**config.mk**
```make
export PLATFORM = sky130hd
export DESIGN_NAME = sensor_sample_buf
export DESIGN_NICKNAME = d
export VERILOG_FILES = /design/src/rtl/sensor_sample_buf.sv
export SDC_FILE = /design/constraint.sdc
export NUM_CORES = 2
export LEC_CHECK = 0
export CAP_MARGIN = 20
export CORE_UTILIZATION = 55
export DETAILED_ROUTE_END_ITERATION = 16
export PLACE_DENSITY = 0.79
export SLEW_MARGIN = 20
export SYNTH_ARGS = -nofsm -noshare
export SYNTH_HDL_FRONTEND = slang
export SYNTH_SLANG_ARGS = --single-unit
```
**constraint.sdc**
```tcl
create_clock -name ACLK -period 2.8 [get_ports ACLK]
set_input_delay 0.56 -clock ACLK [delete_from_list [all_inputs] [get_ports ACLK]]
set_output_delay 0.56 -clock ACLK [all_outputs]
set_load 0.02 [all_outputs]
```
**src/rtl/sensor_sample_buf.sv**
```systemverilog
// sensor_sample_buf: captures sensor samples into an on-chip word buffer,
// flags a full buffer on sctrl_interrupt and serves registered reads.
// Optional feature macro: SSB_OVF_CNT_EN enables the dropped-sample counter
// on ovf_cnt; when undefined ovf_cnt is constant zero and has no flops.
module sensor_sample_buf #(
  parameter int unsigned DATA_W = 32,
  parameter int unsigned DEPTH  = 64,
  parameter int unsigned ADDR_W = 6
) (
  input  logic              ACLK,
  input  logic              ARESETn,
  input  logic              sctrl_en,
  input  logic              sctrl_clear,
  input  logic [ADDR_W-1:0] sctrl_addr,
  input  logic              sensor_ready,
  input  logic [DATA_W-1:0] sensor_out,
  output logic              sctrl_interrupt,
  output logic [DATA_W-1:0] sctrl_out,
  output logic              sensor_en,
  output logic [ADDR_W:0]   word_cnt,
  output logic [15:0]       ovf_cnt
);

  localparam int unsigned CNT_W = ADDR_W + 1;
  localparam logic [ADDR_W-1:0] LAST_IDX = ADDR_W'(DEPTH - 1);
  localparam logic [CNT_W-1:0]  FULL_CNT = CNT_W'(DEPTH);

  typedef enum logic [1:0] {
    IDLE    = 2'd0,
    CAPTURE = 2'd1,
    FULL    = 2'd2
  } state_t;

  state_t            state;
  state_t            state_nxt;
  logic [ADDR_W-1:0] wptr;
  logic              capture_c;
  logic [DATA_W-1:0] mem [DEPTH];

  // Sample request is a direct decode of the registered state, masked by clear.
  assign sensor_en = (state == CAPTURE) && !sctrl_clear;
  assign capture_c = sensor_en && sensor_ready;

  // Next-state logic; clear always returns to IDLE and blocks entry to CAPTURE.
  always_comb begin
    state_nxt = state;
    unique case (state)
      IDLE: begin
        if (sctrl_en && !sctrl_clear) state_nxt = CAPTURE;
      end
      CAPTURE: begin
        if (sctrl_clear)                         state_nxt = IDLE;
        else if (capture_c && wptr == LAST_IDX)  state_nxt = FULL;
        else if (!sctrl_en)                      state_nxt = IDLE;
      end
      FULL: begin
        if (sctrl_clear) state_nxt = IDLE;
      end
      default: state_nxt = IDLE;
    endcase
  end

  // State register.
  always_ff @(posedge ACLK or negedge ARESETn) begin
    if (!ARESETn) state <= IDLE;
    else          state <= state_nxt;
  end

  // Interrupt tracks the FULL state, registered from the next-state decode.
  always_ff @(posedge ACLK or negedge ARESETn) begin
    if (!ARESETn) sctrl_interrupt <= 1'b0;
    else          sctrl_interrupt <= (state_nxt == FULL);
  end

  // Write pointer and valid-word count; clear wins over a same-cycle capture.
  always_ff @(posedge ACLK or negedge ARESETn) begin
    if (!ARESETn) begin
      wptr     <= '0;
      word_cnt <= '0;
    end else if (sctrl_clear) begin
      wptr     <= '0;
      word_cnt <= '0;
    end else if (capture_c) begin
      wptr <= wptr + ADDR_W'(1);
      if (word_cnt != FULL_CNT) word_cnt <= word_cnt + CNT_W'(1);
    end
  end

  // Sample storage; contents survive clear and are zeroed only by reset.
  always_ff @(posedge ACLK or negedge ARESETn) begin
    if (!ARESETn) begin
      for (int i = 0; i < int'(DEPTH); i++) mem[i] <= '0;
    end else if (capture_c) begin
      mem[wptr] <= sensor_out;
    end
  end

  // Registered read port; a same-edge write is seen on the following read.
  always_ff @(posedge ACLK or negedge ARESETn) begin
    if (!ARESETn) sctrl_out <= '0;
    else          sctrl_out <= mem[sctrl_addr];
  end

`ifdef SSB_OVF_CNT_EN
  logic [15:0] ovf_q;

  // Counts samples offered while the buffer is full, saturating.
  always_ff @(posedge ACLK or negedge ARESETn) begin
    if (!ARESETn)
      ovf_q <= 16'h0;
    else if (sctrl_clear)
      ovf_q <= 16'h0;
    else if (state == FULL && sensor_ready && ovf_q != 16'hFFFF)
      ovf_q <= ovf_q + 16'd1;
  end

  assign ovf_cnt = ovf_q;
`else
  assign ovf_cnt = 16'h0;
`endif

endmodule

```
Yosys cells after proc, flatten, opt, wreduce, memory -nomap -nowiden

Index checks and enable logic that the tools add are counted.

Register bits after elaboration: 2096
Output and inout port bits: 57
Word-level logic and storage cells: 108

Add/subtract/negate cells: 2
Order comparisons: 3
Eq/ne operators: 5
Multiplexer cells: 17
Bitwise operators: 2
Reduce and logical (&&, ||, !) cells: 10

Operator list:

| cell                  | number |
|---|---|
| $bwmux W2048          | 1 |
| $bmux W32 S6          | 1 |
| $demux W32 S6         | 1 |
| $mux W32              | 3 |
| $mux W7               | 3 |
| $ge A7 B7 Y1 const B  | 2 |
| $not A6 Y7            | 2 |
| $mux W6               | 2 |
| $mux W2               | 5 |
| $add A7 B1 Y7 const B | 1 |
| $lt A7 B1 Y1 const B  | 1 |
| $ne A7 B7 Y1 const B  | 1 |
| $add A6 B1 Y6 const B | 1 |
| $eq A6 B6 Y1 const B  | 1 |
| $pmux W2 S3           | 1 |
| $logic_and A1 B1 Y1   | 5 |
| $eq A2 B2 Y1 const B  | 2 |
| $reduce_bool A2 Y1    | 2 |
| $eq A2 B1 Y1 const B  | 1 |
| $logic_not A2 Y1      | 1 |
| $reduce_and A2 Y1     | 1 |
| $logic_not A1 Y1      | 1 |

Logic depth before layout (Yosys ltp)

Depth in word-level cells: 8
Depth in mapped cells: 9

Least setup slack after synthesis

OpenSTA, ideal clock, no wires.

Kind: in2reg
From: in sctrl_addr[0]
To: reg sctrl_out[12]
Setup time: 0.142 ns
Arrival time: 2.241 ns
Slack: 0.418 ns
Stages on the path: 8
Cells stage by stage: buf_4 -> buf_4 -> buf_2 -> mux2i_1 -> nor2_1 -> or4b_2 -> o221ai_1 -> a211oi_1

Longest elaborated chain between the ends: 4

RTL lines:

| element                                     | line | source |
|---|---|---|
| start: declaration                          | 14   | `input logic [ADDR_W-1:0] sctrl_addr,` |
| $not A6 Y7 (implied by the code)            | 101  | `else sctrl_out <= mem[sctrl_addr];` |
| $bmux W32 S6                                | 101  |  |
| $mux W32 (implied by the code) (2 in a row) | 101  |  |
| end signal: assignment                      | 101  |  |
| end: declaration                            | 18   | `output logic [DATA_W-1:0] sctrl_out,` |

No other way between the ends. The select of a mux whose other input is x is not followed.
A chain may end at the register's enable or synchronous reset.

Worst setup path in the final report

From: reg state[1]
To: out sensor_en

Longest elaborated chain between the ends: 2

RTL lines:

| element                  | line | source |
|---|---|---|
| start: declaration       | 34   | `state_t state;` |
| start signal: assignment | 66   | `else state <= state_nxt;` |
| $eq A2 B1 Y1             | 41   | `assign sensor_en = (state == CAPTURE) && !sctrl_clear;` |
| $logic_and A1 B1 Y1      | 41   |  |
| end: declaration         | 19   | `output logic sensor_en,` |

No other way between the ends.

==> results.py <==
metrics = {
    "status": {
        "status": "completed",
    },
    "finish": {
        "fillerInstances": 11570,
        "drive_above_1_share": 0.5568,
        "multi_input_area_mm2": 0.03888,
        "layout.nets": 6085,
        "synthToLayoutAreaGrowth_pct": 15.18,
        "ff_latch_area_mm2": 0.05245,
        "design_area_mm2": 0.1079,
    },
    "timing": {
        "tightest_slew_ns": 1.050,
        "finClkSkew_ns": 0.04016,
        "rsz0062_at_grt": "no",
        "min_period_over_period": 0.9610,
        "maxSlewViolCount": 0,
        "max_freq_mhz": 371.6,
        "tns_ns": 0,
        "min_period_ns": 2.691,
        "hold_violations": 0,
        "setup_viol": 0,
        "max_slew_margin": 0.2949,
    },
    "synthesis": {
        "synth_area_leaders": "dfrtp_1, mux2_2, mux4_2, buf_2, clkbuf_1",
        "synth_cells": 5890,
        "synth_top_cell_by_area": "dfrtp_1",
        "yosys_most_used_dff": "dfrtp_1",
        "seq_area_frac_synth": 0.5600,
        "yosys.cell_count.top_type": "dfrtp_1",
        "synth.avg_cell_area_um2": 15.90,
        "ys_types": 54,
        "synth_edf_count": 0,
        "synth_area_mm2": 0.09365,
        "ys_async_sr_fraction": 1.000,
        "yosysWarnings": 0,
        "ys_top_cells_by_count": "dfrtp_1, mux2_2, mux4_2",
        "synth_top_area_frac": 0.5600,
        "ys_ff_latch": 2096,
    },
    "die": {
        "fp.dieArea_mm2": 0.1719,
        "core_area_mm2": 0.1693,
        "io_pins": 100,
        "start_util": 0.5532,
        "die_w_um": 414.7,
        "rows": 151,
        "die_h_um": 414.7,
    },
    "routing": {
        "wl_per_cell_um": 30.09,
        "drtIter0Drc": 4679,
        "via_per_inst": 6.531,
        "drc_errors": 0,
        "drtAntennaViolNets": 0,
        "vias": 55110,
        "first_pass_iters": 5,
        "wl_um": 253900,
    },
    "setup_path": {
        "crit_type": "flip-flop to primary output",
        "worst_ep_required_time_ns": 2.24,
        "crit_fanout": 6,
        "arrival_ns": 2.13,
        "cp-end-kind": "primary output",
        "timing.rr.start": "wptr[2]$_DFFE_PN0P_",
        "startpoint": "state[1]$_DFF_PN0_",
        "crit_path_start_kind": "flip-flop",
    },
    "min_path": {
        "hold_path.class": "input pin to asynchronous set/reset pin",
    },
    "global_route": {
        "grt_pass1_vias": 59340,
        "grt_max_degree": 133,
        "antenna_found_initial": 26,
        "grt_util_all_layers": 0.3026,
        "overflow": 0,
        "grt_pass1_wl_um": 388100,
    },
    "power": {
        "p_leak_nw": 52.53,
        "peakVddDrop_mv": 0.6691,
        "cellPowerDensity_mw_per_mm2": 582.7,
    },
    "clocking": {
        "tritoncts": "yes",
        "cts_max_level": 4,
        "cts_root_buf": "clkbuf_16",
        "post_cts_buffers": 0,
        "cts_buffers": 205,
        "clock_path_buffers": 3,
        "clock_sinks": 2096,
        "clk_pin_slew_ns": 0.06,
        "clk_latency_ns": 0.87,
    },
    "run": {
        "drv_cap": 0,
    },
    "place": {
        "placed_area_mm2": 0.1009,
        "io_buffers": 83,
        "globalplace.congestion": 0.8547,
        "dp_hpwl_um": 162900,
    },
}
## per-layer routing
metal,vias up,track usage,part of all wire
met4,4,0.1379,0.050
li1,22280,-,-
met3,621,0.05902,0.075
met1,30050,0.4050,0.40
met5,-,0,0.00013
met2,2156,0.4825,0.48
## final cells by class
class | instances | share of cell area
clock buffers | 307 | 0.05643
clock inverters | 68 | 0.008038
inverters | 2 | 0.00006959
repair buffers | 548 | 0.06276
well taps | 2218 | 0.02573
flip-flops and latches | 2096 | 0.4862
multi-input cells | 3186 | 0.3604
diodes | 14 | 0.0003248
## state kept, by name, summed over array words and instances, names as in the netlist
register and count:
mem 2048, sctrl_out 32, word_cnt 7, wptr 6
state 2, sctrl_interrupt 1
## critical path: stages (launching register included)
cell           delay, ns
dfrtp_1             0.45
nor2_2              0.16
and2_1              0.29
dlygate4sd2_1       0.37
## path summary, 6_finish.rpt
check | to | slack (ns) | cells past startpoint
max reg2reg | mem[1215]$_DFFE_PN0P_ | 0.26 | 4
min reg2reg | mem[299]$_DFFE_PN0P_ | 0.49 | 1
min in group ACLK | mem[270]$_DFFE_PN0P_ | 0.30 | 3
min | mem[1144]$_DFFE_PN0P_ | 0.27 | 2
max in group asynchronous | mem[47]$_DFFE_PN0P_ | 1.32 | 3
max | sensor_en | 0.11 | 3
## cell usage in the layout (no fill, tap or decap), drive strengths merged, types with 13 or more instances in the layout
cell type	instances
buf	503
a21oi	40
nor2	88
mux4	511
clkinv	44
clkdlybuf4s50	43
diode	14
o221ai	43
mux2	2051
nor3	23
nand2	52
o21ai	15
bufinv	13
clkbuf	307
nor4	25
dfrtp	2096
o22a	24
mux2i	40
conb	16
a22oi	16
o22ai	124
## per-stage QoR
stage	total power, mW	hold WS [ns]	setup WS, ns	cells	util
floorplan	32.90	0.2644	0.4176	5905	-
global placement	35.01	0.4613	-0.3313	8049	0.5959
detailed placement	35.09	0.4732	-0.3416	8049	0.5959
CTS	63.15	0.2380	0.06819	8425	0.6370
global route	64.60	0.2728	0.06006	8435	0.6372
finish	62.86	0.2673	0.1093	8439	0.6372
## power by group
| group | internal, mW | total [mW] | switching, mW |
|---|---|---|---|
| clock | 16.3 | 28.3 | 12.0 |
| combinational | 1.32 | 3.84 | 2.51 |
| sequential | 30.5 | 30.7 | 0.187 |
## what timing repair did
action | CTS | global route
gates resized for setup | 2 | 0
endpoints found under the setup margin | 2 | 0
endpoints found under the hold margin | 108 | 0
hold buffers | 1 | 0
## cells by family (layout without fill, tap and decap cells)
family / count (synthesis) / count (layout) / share of synthesized area
mux: 2602 / 2602 / 0.3738
flops: 2096 / 2096 / 0.5600
buf+inv: 623 / 925 / 0.02895
compound gates: 301 / 301 / 0.02227
simple gates: 254 / 254 / 0.01360
xor+xnor: 10 / 10 / 0.0009352
fa+ha+maj: 3 / 3 / 0.0004008
other cells: 1 / 30 / 0.00004004
Power figures use the tool's default switching activity.
